==> config.mk <==
export PLATFORM = sky130hd
export DESIGN_NAME = bp_nonsynth_cosim_sched_flat
export DESIGN_NICKNAME = d
export VERILOG_FILES = /design/src/rtl/bp_nonsynth_cosim_sched_if.sv /design/src/rtl/bp_nonsynth_cosim_sched.sv /design/src/flat_wrapper.sv
export SDC_FILE = /design/constraint.sdc
export NUM_CORES = 1
export LEC_CHECK = 0
export CORE_AREA = 2 2 348 350
export DETAILED_ROUTE_END_ITERATION = 10
export DIE_AREA = 0 0 350 352
export PLACE_DENSITY = 0.32
export REMOVE_ABC_BUFFERS = 1
export SKIP_LAST_GASP = 1
export SYNTH_ARGS = -nofsm -noshare
export SYNTH_HDL_FRONTEND = slang
export SYNTH_SLANG_ARGS = --single-unit
export TNS_END_PERCENT = 5
==> constraint.sdc <==
create_clock -name clk_i -period 22.2 [get_ports clk_i]
set_input_delay 5.55 -clock clk_i [delete_from_list [all_inputs] [get_ports clk_i]]
set_output_delay 5.55 -clock clk_i [all_outputs]
set_load 0.02 [all_outputs]
==> src/rtl/bp_nonsynth_cosim_sched_if.sv <==
// rtl/bp_nonsynth_cosim_sched_if.sv - commit-record and checker step channels of the cosim scheduler
interface bp_nonsynth_cosim_sched_if #(
  parameter int num_core_p  = 4,
  parameter int rec_width_p = 160
);
  localparam int hart_w_lp = (num_core_p > 1) ? $clog2(num_core_p) : 1;

  logic [num_core_p-1:0]             commit_v;
  logic [num_core_p*rec_width_p-1:0] commit_data;
  logic [num_core_p-1:0]             commit_yumi;
  logic                              step_v;
  logic [hart_w_lp-1:0]              step_hartid;
  logic [rec_width_p-1:0]            step_data;
  logic                              step_ready;
  logic                              step_fail;

  modport master (
    input  commit_v, commit_data, step_ready, step_fail,
    output commit_yumi, step_v, step_hartid, step_data
  );

  modport slave (
    output commit_v, commit_data, step_ready, step_fail,
    input  commit_yumi, step_v, step_hartid, step_data
  );
endinterface

==> src/rtl/bp_nonsynth_cosim_sched.sv <==
// rtl/bp_nonsynth_cosim_sched.sv - round-robin commit-to-step scheduler with watchdog and end-of-test FSM
module bp_nonsynth_cosim_sched #(
  parameter int num_core_p    = 4,
  parameter int rec_width_p   = 160,
  parameter int stall_limit_p = 4096
) (
  input  logic                  clk_i,
  input  logic                  reset_i,
  input  logic                  en_i,
  input  logic [num_core_p-1:0] finish_i,
  bp_nonsynth_cosim_sched_if.master step_if,
  output logic                  pass_o,
  output logic                  fail_o,
  output logic                  stall_o,
  output logic [63:0]           step_cnt_o
);
  localparam int hart_w_lp = (num_core_p > 1) ? $clog2(num_core_p) : 1;
  localparam int wd_w_lp   = $clog2(stall_limit_p + 1);

  typedef enum logic [2:0] {e_idle, e_run, e_drain, e_pass, e_fail} state_e;

  state_e                 state_r, state_n;
  logic [num_core_p-1:0]  finish_r;
  logic [hart_w_lp-1:0]   ptr_r;
  logic                   buf_v_r;
  logic [hart_w_lp-1:0]   buf_hart_r;
  logic [rec_width_p-1:0] buf_data_r;
  logic [wd_w_lp-1:0]     wd_r;
  logic                   stall_r;

  logic                   run_drain, active, accept, step_fail_now, stall_trip, finish_all;
  logic                   grant_ok, grant_found, grant_v, set_stall;
  logic [hart_w_lp-1:0]   grant_idx;
  int                     cand, ptr_nxt;

  assign run_drain     = (state_r == e_run) || (state_r == e_drain);
  assign active        = run_drain && en_i;
  assign accept        = buf_v_r && step_if.step_ready;
  assign step_fail_now = run_drain && accept && step_if.step_fail;
  assign finish_all    = &(finish_r | finish_i);
  assign stall_trip    = active && !accept && (wd_r == wd_w_lp'(stall_limit_p - 1));

  // Search starts at the pointer and wraps; first valid hart wins.
  always_comb begin
    grant_found = 1'b0;
    grant_idx   = '0;
    cand        = 0;
    for (int k = 0; k < num_core_p; k++) begin
      cand = int'(ptr_r) + k;
      if (cand >= num_core_p) cand = cand - num_core_p;
      if (!grant_found && step_if.commit_v[cand]) begin
        grant_found = 1'b1;
        grant_idx   = hart_w_lp'(cand);
      end
    end
  end

  always_comb begin
    ptr_nxt = int'(grant_idx) + 1;
    if (ptr_nxt >= num_core_p) ptr_nxt = 0;
  end

  always_comb begin
    state_n   = state_r;
    grant_ok  = 1'b0;
    set_stall = 1'b0;
    case (state_r)
      e_idle: if (en_i) state_n = e_run;
      e_run, e_drain: begin
        if (step_fail_now) begin
          state_n = e_fail;
        end else if (stall_trip) begin
          state_n   = e_fail;
          set_stall = 1'b1;
        end else begin
          grant_ok = active;
          if (state_r == e_run) begin
            if (finish_all) state_n = e_drain;
          end else if (step_if.commit_v == '0 && (!buf_v_r || accept)) begin
            state_n = e_pass;
          end
        end
      end
      default: state_n = state_r;
    endcase
  end

  // The single output entry may be refilled in the same cycle it is accepted.
  assign grant_v = grant_ok && grant_found && (!buf_v_r || accept);

  always_comb begin
    step_if.commit_yumi = '0;
    if (grant_v) step_if.commit_yumi[grant_idx] = 1'b1;
  end

  always_ff @(posedge clk_i or posedge reset_i) begin
    if (reset_i) begin
      state_r    <= e_idle;
      finish_r   <= '0;
      ptr_r      <= '0;
      buf_v_r    <= 1'b0;
      buf_hart_r <= '0;
      buf_data_r <= '0;
      wd_r       <= '0;
      stall_r    <= 1'b0;
      step_cnt_o <= '0;
    end else begin
      state_r  <= state_n;
      finish_r <= finish_r | finish_i;
      if (grant_v) ptr_r <= hart_w_lp'(ptr_nxt);
      if (state_n == e_pass || state_n == e_fail) begin
        buf_v_r <= 1'b0;
      end else if (grant_v) begin
        buf_v_r    <= 1'b1;
        buf_hart_r <= grant_idx;
        buf_data_r <= step_if.commit_data[grant_idx*rec_width_p +: rec_width_p];
      end else if (accept) begin
        buf_v_r <= 1'b0;
      end
      if (accept) wd_r <= '0;
      else if (active) wd_r <= wd_r + 1'b1;
      if (set_stall) stall_r <= 1'b1;
      if (accept && run_drain && step_cnt_o != '1) step_cnt_o <= step_cnt_o + 64'd1;
    end
  end

  assign step_if.step_v      = buf_v_r;
  assign step_if.step_hartid = buf_hart_r;
  assign step_if.step_data   = buf_data_r;
  assign pass_o              = (state_r == e_pass);
  assign fail_o              = (state_r == e_fail);
  assign stall_o             = stall_r;
endmodule

==> src/flat_wrapper.sv <==
// flat-port wrapper written by rule: the top's interface ports become plain ports
module bp_nonsynth_cosim_sched_flat 
#(
  parameter int num_core_p    = 4,
  parameter int rec_width_p   = 160,
  parameter int stall_limit_p = 4096
)
  (clk_i, reset_i, en_i, finish_i, pass_o, fail_o, stall_o, step_cnt_o, step_if_commit_v, step_if_commit_data, step_if_step_ready, step_if_step_fail, step_if_commit_yumi, step_if_step_v, step_if_step_hartid, step_if_step_data);
  bp_nonsynth_cosim_sched_if #(.num_core_p(num_core_p), .rec_width_p(rec_width_p)) step_if_i ();
  input  logic clk_i;
  input  logic reset_i;
  input  logic en_i;
  input  logic [num_core_p-1:0] finish_i;
  output logic pass_o;
  output logic fail_o;
  output logic stall_o;
  output logic [63:0] step_cnt_o;
  input wire logic [$bits(step_if_i.commit_v)-1:0] step_if_commit_v;
  input wire logic [$bits(step_if_i.commit_data)-1:0] step_if_commit_data;
  input wire logic [$bits(step_if_i.step_ready)-1:0] step_if_step_ready;
  input wire logic [$bits(step_if_i.step_fail)-1:0] step_if_step_fail;
  output wire logic [$bits(step_if_i.commit_yumi)-1:0] step_if_commit_yumi;
  output wire logic [$bits(step_if_i.step_v)-1:0] step_if_step_v;
  output wire logic [$bits(step_if_i.step_hartid)-1:0] step_if_step_hartid;
  output wire logic [$bits(step_if_i.step_data)-1:0] step_if_step_data;
  assign step_if_i.commit_v = step_if_commit_v;
  assign step_if_i.commit_data = step_if_commit_data;
  assign step_if_i.step_ready = step_if_step_ready;
  assign step_if_i.step_fail = step_if_step_fail;
  assign step_if_commit_yumi = step_if_i.commit_yumi;
  assign step_if_step_v = step_if_i.step_v;
  assign step_if_step_hartid = step_if_i.step_hartid;
  assign step_if_step_data = step_if_i.step_data;
  bp_nonsynth_cosim_sched #(.num_core_p(num_core_p), .rec_width_p(rec_width_p), .stall_limit_p(stall_limit_p)) u_core (.clk_i(clk_i), .reset_i(reset_i), .en_i(en_i), .finish_i(finish_i), .step_if(step_if_i), .pass_o(pass_o), .fail_o(fail_o), .stall_o(stall_o), .step_cnt_o(step_cnt_o));
endmodule
# Word level (Yosys, flattened, before mapping)
# Index checks and enable logic that the tools add are counted.
dict set report classes {
  eq_ne 8
  bitwise_logic 2
  reduce_logical 29
  order_cmp 11
  shift 1
  multipliers 1
  n_addsub 10
  muxes 46
}
# op count
set ops {}
lappend ops {{640-bit by 11-bit indexed part select with 160-bit output} 1}
lappend ops {{32-bit by 4-bit less-than comparator with 1-bit output (second input constant)} 4}
lappend ops {{32-bit 2-to-1 mux} 4}
lappend ops {{32-bit by 4-bit >= comparator with 1-bit output (second input constant)} 3}
lappend ops {{32-bit by 4-bit subtractor with 32-bit output (second input constant)} 3}
lappend ops {{64-bit by 1-bit adder with 64-bit output (second input constant)} 1}
lappend ops {{64-bit != test (second input constant)} 1}
lappend ops {{13-bit 2-to-1 mux} 2}
lappend ops {{1-bit 2-to-1 mux} 22}
lappend ops {{3-bit 2-to-1 mux} 6}
lappend ops {{1-bit logical AND} 14}
lappend ops {{13-bit by 1-bit adder with 13-bit output (second input constant)} 1}
lappend ops {{13-bit by 12-bit equality test with 1-bit output (second input constant)} 1}
lappend ops {{2-bit 2-to-1 mux} 5}
lappend ops {{3-bit by 2-bit equality test with 1-bit output (second input constant)} 3}
lappend ops {{1-bit binary-select mux with 2-bit select} 4}
lappend ops {{2-bit by 1-bit adder with 3-bit output (second input constant)} 2}
lappend ops {{2-bit by 2-bit adder with 3-bit output (second input constant)} 2}
lappend ops {{3-bit equality test (second input constant)} 2}
lappend ops {{3-bit case mux with 2 select lines} 1}
lappend ops {{1-bit logical NOT} 5}
lappend ops {{2-bit by 3-bit multiplier with 5-bit output (second input constant)} 1}
lappend ops {{4-bit logical NOT} 1}
lappend ops {{4-bit 2-to-1 mux} 1}
lappend ops {{other kinds (16)} 18}
dict set report totals {
  ff_bits 250
  input_bits 653
  output_inout_bits 234
  word_cells 117
}

# Logic depth before layout (Yosys ltp)
# Gate-level depths: netlist of run 1.
dict set report logic_depth {
  word_depth 20
  depth_mapped 11
  mapped_depth_nobuf 7
}

# Least setup slack after synthesis of run 1
# OpenSTA, ideal clock, no wires.
dict set report synth_timing {
  kind {input port to output port}
  from {input step_if_commit_v[1]}
  to {output step_if_commit_yumi[0]}
  t_required_ns 16.650
  path_stages 11
  slack_ns 9.105
  n_path_buf 4
  t_arrival_ns 7.545
  path_cell_list {clkbuf_1 nor2b_1 a221o_1 and2_1 buf_2 inv_2 clkbuf_1 buf_2 ha_1 inv_1 nor2_1}
}
dict set report synth_via {
  elab_chain_len 18
}
# item line
set synth_lines {}
lappend synth_lines {{start: declaration} flat_wrapper.sv:18} ;# input wire logic [$bits(step_if_i.commit_v)-1:0] step_if_commit_v;
lappend synth_lines {{1-bit binary-select mux with 2-bit select} bp_nonsynth_cosim_sched.sv:51} ;# if (!grant_found && step_if.commit_v[cand]) begin
lappend synth_lines {{1-bit 2-to-1 mux (implied by the code) (2 in series)} bp_nonsynth_cosim_sched.sv:51}
lappend synth_lines {{1-bit 2-to-1 mux} bp_nonsynth_cosim_sched.sv:51}
lappend synth_lines {{1-bit logical NOT} bp_nonsynth_cosim_sched.sv:51}
lappend synth_lines {{1-bit logical AND} bp_nonsynth_cosim_sched.sv:51}
lappend synth_lines {{1-bit 2-to-1 mux} bp_nonsynth_cosim_sched.sv:51}
lappend synth_lines {{1-bit logical NOT} bp_nonsynth_cosim_sched.sv:51}
lappend synth_lines {{1-bit logical AND} bp_nonsynth_cosim_sched.sv:51}
lappend synth_lines {{1-bit 2-to-1 mux} bp_nonsynth_cosim_sched.sv:51}
lappend synth_lines {{1-bit logical NOT} bp_nonsynth_cosim_sched.sv:51}
lappend synth_lines {{1-bit logical AND} bp_nonsynth_cosim_sched.sv:51}
lappend synth_lines {{2-bit 2-to-1 mux} bp_nonsynth_cosim_sched.sv:51}
lappend synth_lines {{2-bit by 3-bit less-than comparator with 1-bit output (implied by the code) / 2-bit by 1-bit >= comparator with 1-bit output (equally long branches)} bp_nonsynth_cosim_sched.sv:93} ;# if (grant_v) step_if.commit_yumi[grant_idx] = 1'b1;
lappend synth_lines {{1-bit logical AND (implied by the code)} bp_nonsynth_cosim_sched.sv:93}
lappend synth_lines {{1-bit 2-to-1 mux (implied by the code)} bp_nonsynth_cosim_sched.sv:93}
lappend synth_lines {{1-bit demux with 2-bit select} n/a}
lappend synth_lines {{4-bit 2-to-1 mux (*)} bp_nonsynth_cosim_sched.sv:93}
lappend synth_lines {{end: declaration} flat_wrapper.sv:22} ;# output wire logic [$bits(step_if_i.commit_yumi)-1:0] step_if_commit_yumi;
# Mark *: on every way between the ends. The rest lies on a longest branch, timed or not. The select of a mux whose other input is x is not followed.

# Worst setup path in the final report of run 1
dict set report layout_timing {
  from {input step_if_commit_v[1]}
  to {output step_if_commit_yumi[1]}
}
# The elaborated chain is that of the path after synthesis.

==> results of run 1 <==
## worst max-delay path: stages
cell and delay (ps):
clkdlybuf4s50_1 690, nor2b_1 110, a221o_4 640, and2_4 420, inv_8 470, ha_1 250, inv_1 50, nor2_1 140
clkdlybuf4s50_1 630
## synthesized netlist by cell type, drive strengths merged (2+ instances only)
library cell  number  area share, %
nand2            359            8.8
dfrtp            250             41
and3             174            7.1
a211oi           161            7.9
a311oi           161            9.2
a21o             160            7.9
clkbuf           135            3.3
xnor2             42            2.4
buf               40            1.3
nand3             33            1.2
xor2              31            1.8
nand4             28            1.1
nor2              25           0.62
nor3              18           0.59
inv               16           0.39
nor4              14           0.62
and4              11           0.63
o21ai             11           0.36
a21oi              9           0.30
and2               9           0.37
ha                 6           0.49
or3                6           0.25
nand2b             4           0.16
o22ai              4           0.16
or2                4           0.16
nor2b              3           0.12
nor4b              3           0.17
or4                3           0.20
a221o              2           0.13
a22oi              2          0.098
a31oi              2          0.082
nand3b             2          0.098
nor3b              2          0.098
## cell usage in the layout, fill, tap and decap left out, types with 13 or more instances in the layout
cell type and count:
clkdlybuf4s50_1 886, nand2_1 359, dfrtp_1 250, and3_1 174
a211oi_1 161, a311oi_1 161, a21o_1 160, xnor2_1 42
clkbuf_16 41, xor2_1 31, nand3_1 29, buf_4 29
nand4_1 28, nor2_1 25, nor3_1 17, inv_1 14
nor4_1 13
## metal layers
layer	share of wire, %	vias up
met1	39	8711
li1	-	8061
met3	7.3	66
met4	1.6	6
met5	0.052	-
met2	52	574
## logic make-up after synthesis
| kind of cell | count (synthesis) | share of synthesized area [%] |
|---|---|---|
| fa+ha+maj | 7 | 0.558 |
| xor+xnor | 73 | 4.19 |
| mux | 1 | 0.0738 |
| simple gates | 702 | 22.6 |
| flops | 250 | 41.0 |
| buf+inv | 191 | 5.03 |
| compound gates | 517 | 26.5 |
## final timing paths
kind,end,slack (ps),from
worst max-delay path,step_if_commit_yumi[1],7640,step_if_commit_v[1]
worst min register to register,u_core.finish_r[3],460,u_core.finish_r[3]
worst max register to register,u_core.step_if.step_data[3],17740,u_core.ptr_r[1]
max in group asynchronous,u_core.step_if.step_data[114],14580,reset_i
worst min-delay path,u_core.finish_r[3],460,u_core.finish_r[3]
min in group asynchronous,u_core.step_if.step_data[71],5460,reset_i
## final cells by class
type	instances	share of cell area [%]
inverters	16	0.278
diodes	4	0.0370
well taps	1612	7.46
multi-input cells	1300	30.6
clock buffers	58	4.29
flip-flops and latches	250	23.1
clock inverters	13	0.481
repair buffers	916	33.7
## power groups by stage
| stage | logic [mW] | registers (mW) | clock network [mW] |
|---|---|---|---|
| final | 0.215 | 0.456 | 0.641 |
| after global routing | 0.232 | 0.456 | 0.693 |
| after CTS | 0.219 | 0.456 | 0.676 |
| after detailed placement | 0.218 | 0.464 | 0 |
| after global placement | 0.218 | 0.464 | 0 |
| after floorplan | 0.0677 | 0.464 | 0 |
## registers in the layout, summed over array words and instances, names as in the netlist, named ones only
signal / flops
u_core.step_if.step_data: 160
u_core.step_cnt_o: 64
u_core.wd_r: 13
u_core.finish_r: 4
u_core.state_r: 3
u_core.step_if.step_hartid: 2
u_core.ptr_r: 1
u_core.stall_o: 1
u_core.step_if.step_v: 1
==> impl_results.md, run 1 <==
- First-pass GRT wire length: 135 mm
- Pre-CTS setup slack: roughly 7500 ps
- CTS sink cnt: 250
- GR Layer Usage met2: a little over a quarter
- Setup violations, final: 0
- Area after DPL: 0.0257 mm2
- Placed Cells: 4,094
- Pwr Total: around 1.3 mW
- FILL cells: between 10,000 and 15,000
- HP Class: flop to flop
- Hold buffers post-CTS: 0
- Vias in the first global route: around 18,000
- Synth warnings: 0
- Top Usage Layer GRT: met2
- Root buffer cell: clkbuf_16
- Cts repair resizes: 0
- Initial antenna violation count: 8
- DRT Pass-1 Iters: 5
- Final hold slack: approximately 460 ps
- CP Capture Type: output port
- Clock transition at the registers of the reported paths: approximately 50 ps
- Final Hold Fails: 0
- Cell area after synthesis: between 0.015 and 0.02 mm2
- Pleak: around 12 nW
- Worst Clk Skew: approximately 24 ps
- Global Route Usage Sum: 14.8%
- Pint: 0.964 mW
- Area Overhead vs Synth: 77.3%
- Asr flop ratio synth: 100%
- Pwr dens: slightly below 50 mW/mm2
- Setup_tns: 0 ps
- Syn Inst Count: 1,741
- Sequential group share of total power: roughly a third
- Final Non-Filler Cells: about 4,200
- Combinational fraction of design power: about 16%
- Vias per std cell: between 4 and 5
- Status: completed
- DRC: 0
- Clock Latency Late Sink: just under 600 ps
- EDFF count, synth: 0
- R2R depth: 9
- Core Region: between 0.1 and 0.15 mm2
- Die area: around 0.12 mm2
- Yosys reg bits: 250
- Initial DRC count: 1,136
- Row count: approximately 130
- Remaining antenna violation count: 0
- Largest net degree at the start of global routing: ~160
- Most used DFF post-synth: dfrtp_1
- Initial Utilization: between 10% and 20%
- Number of max-cap violations: 0
- Met3 GRT Util: 4.27%
- Die height: 352 um
- NetSw: approximately 0.35 mW
- Syn Area/Cell: about 8.8 um2
- I/O pin count: approximately 900
- Share of post-route cells with drive strength above 1: 4.35%
- Multi-input logic area: roughly 0.0083 mm2
- Count of pins over their slew limit: 0
- Clk pwr share: slightly below 50%
- Sequential share of the synthesized area: about two fifths
- Unrepaired setup endpoints after global routing: no
- Min Tclk post-route: ~15,000 ps
- Worst-margin pin slew: ~1100 ps
- CTS Buf Count: 40
- Crit Path Class: input port to output port
- GRT met1 Usage: between 15 and 20%
- Die X: 350 um
- Distinct cell type count after synthesis: 50
- Net Sw Frac: a little over a quarter
- Wire per inst: around 23 um
- Worst Path Arrival: ~9000 ps
- Fin crit share: around 66%
- Type of origin of the critical path: input port
- Post-CTS Setup Repair Bufs: 0
- Final HPWL DP: a little over 70 mm
- FF+latch area: approximately 0.0063 mm2
- GP Congestion: 0.867
- Total number of vias: ~17,000
- CTS tree: built
- Fmax: 68.7 MHz
- Peak VDD IR: between 40 and 50 uV
- Post-route setup slack: 7640 ps
- GRT overflow: 0
- Routed WL: 95.7 mm
- Worst slew margin: 27.7%
- Final Cell Area: roughly 0.027 mm2
- H-tree Lvls: 2
- Worst Path Required: ~17,000 ps
- # port buffers: 886
- Hold Path Stages: 1
- Bufs on Longest Clock Path: 3
- Final net count: roughly 3,200
- Final core utilization: ~23%
- Critical path fanouts, max: 80
No activity file was read; power rests on OpenSTA's default activity.
==> run 2, diff against run 1 <==
- CORE_AREA: 2 2 348 350 -> 2 2 350 352
- DIE_AREA: 0 0 350 352 -> 0 0 352 354
- PLACE_DENSITY: 0.32 -> 0.31
- clock period: 22.2 -> 13.65 ns (I/O delays scaled with it)
==> impl_results.md, run 2 (synthesis gave the netlist of run 1 again) <==
- Core Region: 0.121 mm2 (was 0.119 mm2)
- Final Cell Area: 0.0271 mm2 (was 0.0270 mm2)
- Critical-path top delay cell: clkdlybuf4s50_1 (unchanged)
- NetSw: 0.555 mW (was 0.348 mW)
- Setup violations, final: 0 (unchanged)
- H-tree Lvls: 2 (unchanged)
- Area Overhead vs Synth: 77.5% (was 77.3%)
- Die height: 354 um (was 352 um)
- Post-CTS Setup Repair Bufs: 0 (unchanged)
- Unrepaired setup endpoints after global routing: no (unchanged)
- Cts repair resizes: 0 (unchanged)
- Count of pins over their slew limit: 0 (unchanged)
- Fmax: between 90 and 100 MHz
- CTS Buf Count: 40 (unchanged)
- Combinational fraction of design power: 16.4% (about the same)
- Root buffer cell: clkbuf_16 (unchanged)
- Routed WL: 97.1 mm (was 95.7 mm)
- # port buffers: 886 (unchanged)
- Final Hold Fails: 0 (unchanged)
- Vias in the first global route: 18,200 (was 18,300)
- Post-route setup slack: 3460 ps (was 7640 ps)
- Area after DPL: 0.0257 mm2 (about the same)
- Total number of vias: 17,300 (was 17,400)
- Most common cell after layout, fill and taps aside: clkdlybuf4s50_1 (unchanged)
- Worst Path Arrival: 6780 ps (was 9010 ps)
- Share of post-route cells with drive strength above 1: 4.08% (was 4.35%)
- Worst slew margin: 27.7% (about the same)
- Die X: 352 um (was 350 um)
- Pleak: 12.3 nW (about the same)
- Initial antenna violation count: 21 (was 8)
- Die area: 0.125 mm2 (was 0.123 mm2)
- Bufs on Longest Clock Path: 3 (unchanged)
- Global Route Usage Sum: 14.9% (was 14.8%)
- Worst Clk Skew: 23.8 ps (was 23.5 ps)
- Pint: 1.59 mW (was 0.964 mW)
- CTS tree: built (unchanged)
- CTS sink cnt: 250 (unchanged)
- Status: completed (unchanged)
- Placed Cells: 4,103 (was 4,094)
- I/O pin count: 887 (unchanged)
- Peak VDD IR: 65.0 uV (was 42.1 uV)
- Sequential group share of total power: 34.6% (was 34.8%)
- CP max stage delay: 670 ps (was 690 ps)
- Most frequent cells in the layout: 886 x clkdlybuf4s50_1, 359 x nand2_1, 250 x dfrtp_1 (unchanged)
- Critical path fanouts, max: 49 (was 80)
- Clock Latency Late Sink: 580 ps (was 590 ps)
- Final Non-Filler Cells: 4,186 (was 4,169)
- Net Sw Frac: 25.9% (was 26.5%)
- Final core utilization: 22.4% (was 22.7%)
- FILL cells: 13,200 (was 13,000)
- Final hold slack: 468 ps (was 463 ps)
- Worst Path Required: 10,240 ps (was 16,650 ps)
- Vias per std cell: 4.14 (was 4.18)
- Pwr dens: 79.2 mW/mm2 (was 48.5 mW/mm2)
- Max FFs per register: 160 (unchanged)
- DRT Pass-1 Iters: 5 (unchanged)
- Number of max-cap violations: 0 (unchanged)
- Row count: 128 (was 127)
- Clock transition at the registers of the reported paths: 60 ps (was 50 ps)
- Pre-CTS setup slack: 3380 ps (was 7540 ps)
- Setup_tns: 0 ps (unchanged)
- Remaining antenna violation count: 0 (unchanged)
- Clk pwr share: 48.9% (was 48.8%)
- Crit Path Class: input port to output port (unchanged)
- Type of origin of the critical path: input port (unchanged)
- HP Class: flop to flop (unchanged)
- Largest net degree at the start of global routing: 128 (was 161)
- Final net count: 3,179 (was 3,183)
- Initial Utilization: 12.6% (was 12.8%)
- Min Tclk post-route: a little over 10,000 ps
- GRT overflow: 0 (unchanged)
- Worst-margin pin slew: 1070 ps (was 1080 ps)
- Final HPWL DP: 73.7 mm (was 72.4 mm)
- Hold buffers post-CTS: 0 (unchanged)
- Wire per inst: 23.2 um (was 23.0 um)
- Fin crit share: approximately three quarters
- Most frequent CP cell: clkdlybuf4s50_1 (unchanged)
- Pwr Total: 2.14 mW (was 1.31 mW)
- Initial DRC count: 1,040 (was 1,136)
- Worst path cell trace: clkdlybuf4s50_1, nor2b_1, a221o_4, and2_4, buf_4, ha_1, inv_1, nor2_1, clkdlybuf4s50_1 (was clkdlybuf4s50_1, nor2b_1, a221o_4, and2_4, inv_8, ha_1, inv_1, nor2_1, clkdlybuf4s50_1)
- First-pass GRT wire length: 136 mm (was 135 mm)
- CP Capture Type: output port (unchanged)
- GP Congestion: 0.862 (was 0.867)
- DRC: 0 (unchanged)
run 2: cell types whose count changed in the layout (fill, tap and decap cells not counted), sizes merged:
cell and delta:
diode +9, clkinv -7, buf -4, clkbuf +6
run 2: area by class of cell:
cell class | count | area, um2 | share of cell area, %
inverter | 16 | 75.1 | 0.277
clock buffer | 64 | 1220 | 4.52
clock inverter | 6 | 87.6 | 0.324
multi-input combinational | 1300 | 8280 | 30.6
timing repair buffer | 912 | 9080 | 33.5
sequential | 250 | 6260 | 23.1
antenna | 13 | 32.5 | 0.120
tap | 1625 | 2030 | 7.51
run 2: per-layer routing:
metal,part of all wire (%),global-route usage (%),vias up
li1,-,-,8081
met1,39,16.9,8494
met2,51,26.2,630
met3,6.5,4.26,130
met4,3.4,5.71,12
met5,0.074,0,-
run 2: power groups by stage:
stage	combinational [mW]	sequential, mW	clock [mW]
finish	0.352	0.742	1.05
global route	0.382	0.741	1.13
CTS	0.361	0.741	1.11
detailed placement	0.358	0.755	0
global placement	0.359	0.755	0
floorplan	0.110	0.755	0
run 2: worst paths after layout:
path | start | end | slack, ps | depth (start not counted)
hold reg to reg | u_core.finish_r[3] | u_core.finish_r[3] | 470 | 1
max in group asynchronous | reset_i | u_core.step_if.step_data[102] | 8250 | 4
setup reg to reg | u_core.state_r[1] | u_core.step_if.step_data[15] | 9040 | 9
hold / removal | u_core.finish_r[3] | u_core.finish_r[3] | 470 | 1
setup / recovery | step_if_commit_v[2] | step_if_commit_yumi[3] | 3460 | 9
min in group asynchronous | reset_i | u_core.step_if.step_data[99] | 3320 | 2
run 2: worst max-delay path, delay by kind of cell:
family | cells | cell delay (ps)
buf+inv | 4 | 1960
fa+ha+maj | 1 | 280
simple gates | 3 | 870
compound gates | 1 | 190
==> run 3, diff against run 2 <==
- clock period: 13.65 -> 10.5 ns (I/O delays scaled with it)
==> impl_results.md, run 3 (synthesis gave the netlist of run 1 again) <==
- Most common cell after layout, fill and taps aside: clkdlybuf4s50_1 (unchanged)
- Top Usage Layer GRT: met2 (unchanged)
- Vias in the first global route: 18,100 (was 18,200)
- GP Congestion: 0.848 (was 0.862)
- Unrepaired setup endpoints after global routing: no (unchanged)
- Sequential group share of total power: 34.8% (was 34.6%)
- Clock transition at the registers of the reported paths: 60 ps (about the same)
- DRC: 0 (unchanged)
- GR Layer Usage met2: 26.6% (was 26.2%)
- Die X: 352 um (unchanged)
- Row count: 128 (unchanged)
- Area Overhead vs Synth: 77.5% (about the same)
- Fin crit share: 82.2%
- Count of pins over their slew limit: 0 (unchanged)
- Crit Path Class: input port to output port (unchanged)
- Vias per std cell: 4.16 (was 4.14)
- Routed WL: 97.4 mm (was 97.1 mm)
- Type of origin of the critical path: input port (unchanged)
- H-tree Lvls: 2 (unchanged)
- Combinational fraction of design power: 16.4% (about the same)
- I/O pin count: 887 (unchanged)
- Remaining antenna violation count: 0 (unchanged)
- Hold buffers post-CTS: 0 (unchanged)
- CTS Buf Count: 40 (unchanged)
- Max FFs per register: 160 (unchanged)
- Min Tclk post-route: 8630 ps
- CP Capture Type: output port (unchanged)
- Setup violations, final: 0 (unchanged)
- GRT overflow: 0 (unchanged)
- Clock Latency Late Sink: 590 ps (was 580 ps)
- Die height: 354 um (unchanged)
- Final Non-Filler Cells: 4,188 (was 4,186)
- Most frequent CP cell: clkdlybuf4s50_1 (unchanged)
- Root buffer cell: clkbuf_16 (unchanged)
- Net Sw Frac: 26.7% (was 25.9%)
- Critical path fanouts, max: 95 (was 49)
- NetSw: 0.738 mW (was 0.555 mW)
- Final Hold Fails: 0 (unchanged)
- Total number of vias: 17,400 (was 17,300)
- FILL cells: 13,300 (was 13,200)
- Placed Cells: 4,102 (was 4,103)
- Pint: 2.03 mW (was 1.59 mW)
- Fmax: 116 MHz
- Post-CTS Setup Repair Bufs: 0 (unchanged)
- Final Cell Area: 0.0271 mm2 (about the same)
- # port buffers: 886 (unchanged)
- Worst path cell trace: clkdlybuf4s50_1, nor2b_1, a221o_4, and2_4, inv_8, ha_1, inv_1, nor2_1, clkdlybuf4s50_1 (was clkdlybuf4s50_1, nor2b_1, a221o_4, and2_4, buf_4, ha_1, inv_1, nor2_1, clkdlybuf4s50_1)
- Initial antenna violation count: 22 (was 21)
- First-pass GRT wire length: 136 mm (about the same)
- Worst-margin pin slew: 1230 ps (was 1070 ps)
- Most frequent cells in the layout: 886 x clkdlybuf4s50_1, 359 x nand2_1, 250 x dfrtp_1 (unchanged)
- Global Route Usage Sum: 14.9% (about the same)
- DRT Pass-1 Iters: 7 (was 5)
- Wire per inst: 23.3 um (was 23.2 um)
- Area after DPL: 0.0257 mm2 (about the same)
- Pwr Total: 2.77 mW (was 2.14 mW)
- Worst Path Arrival: 6010 ps (was 6780 ps)
- Final hold slack: 468 ps (about the same)
- Worst Clk Skew: 17.9 ps (was 23.8 ps)
- Met3 GRT Util: 4.42% (was 4.26%)
- Initial Utilization: 12.6% (unchanged)
- CTS sink cnt: 250 (unchanged)
- Die area: 0.125 mm2 (unchanged)
- CTS tree: built (unchanged)
- Worst Path Required: 7880 ps (was 10,240 ps)
- Final net count: 3,178 (was 3,179)
- Core Region: 0.121 mm2 (unchanged)
- Cts repair resizes: 0 (unchanged)
- Largest net degree at the start of global routing: 154 (was 128)
- GRT met1 Usage: 16.7% (was 16.9%)
- Setup_tns: 0 ps (unchanged)
- Critical-path top delay cell: clkdlybuf4s50_1 (unchanged)
- Final HPWL DP: 73.6 mm (was 73.7 mm)
- Clk pwr share: 48.7% (was 48.9%)
- CP max stage delay: 700 ps (was 670 ps)
- Peak VDD IR: 86.5 uV (was 65.0 uV)
- Status: completed (unchanged)
- Number of max-cap violations: 0 (unchanged)
- Pleak: 12.3 nW (about the same)
- Worst slew margin: 17.4% (was 27.7%)
- Initial DRC count: 1,043 (was 1,040)
- HP Class: flop to flop (unchanged)
- Bufs on Longest Clock Path: 3 (unchanged)
- Share of post-route cells with drive strength above 1: 4.31% (was 4.08%)
- Pwr dens: 102 mW/mm2 (was 79.2 mW/mm2)
==> run 3: cell count changes in the layout (fill, tap and decap cells not counted), sizes merged <==
cell,before,now
clkinv,2,11
clkbuf,64,59
buf,26,25
bufinv,2,1
clkinvlp,0,1
diode,13,12
==> run 3: area by class of cell <==
cell class / count / area (um2) / share of cell area, %
antenna: 12 / 30.0 / 0.111
tap: 1625 / 2030 / 7.51
timing repair buffer: 911 / 9080 / 33.6
multi-input combinational: 1300 / 8280 / 30.6
clock inverter: 15 / 118 / 0.435
inverter: 16 / 75.1 / 0.277
sequential: 250 / 6260 / 23.1
clock buffer: 59 / 1180 / 4.37
==> run 3: metal layers <==
layer  share of wire, %  vias to the layer above  routed length, um
met4                2.9                       14               2780
met5              0.086                        -                 84
met1                 39                     8593              37700
li1                   -                     8073                  -
met3                6.7                      120               6500
met2                 52                      623              50300
==> run 3: worst max-delay path, delay by kind of cell <==
kind | cells | cell delay [ps]
AO/OA/AOI/OAI | 1 | 410
adder cells (fa/ha/maj) | 1 | 280
buffers and inverters | 4 | 1920
AND/OR/NAND/NOR | 3 | 700
==> run 3: path summary, 6_finish.rpt <==
| path | cells past startpoint | end | startpoint | slack [ps] |
|---|---|---|---|---|
| min in group asynchronous | 2 | u_core.step_if.step_data[88] | reset_i | 2460 |
| worst max register to register | 9 | u_core.step_if.step_data[92] | u_core.state_r[1] | 6040 |
| worst min register to register | 1 | u_core.finish_r[2] | u_core.finish_r[2] | 470 |
| worst max-delay path | 9 | step_if_commit_yumi[1] | step_if_commit_v[1] | 1870 |
| worst min-delay path | 1 | u_core.finish_r[2] | u_core.finish_r[2] | 470 |
| max in group asynchronous | 3 | asynchronous set/reset pin | reset_i | 6690 |
==> run 3: stage by stage <==
stage	util (%)	setup WS, ps
after floorplan	-	-5810
after global placement	21.3	1780
after detailed placement	21.3	1810
after CTS	22.4	1780
after global routing	22.4	1740
final	22.4	1870
==> run 3: power groups by stage <==
stage / Sequential [mW] / Clock [mW] / Combinational, mW
finish: 0.964 / 1.35 / 0.455
global route: 0.963 / 1.46 / 0.493
CTS: 0.964 / 1.42 / 0.465
detailed placement: 0.981 / 0 / 0.462
global placement: 0.981 / 0 / 0.462
floorplan: 0.981 / 0 / 0.143
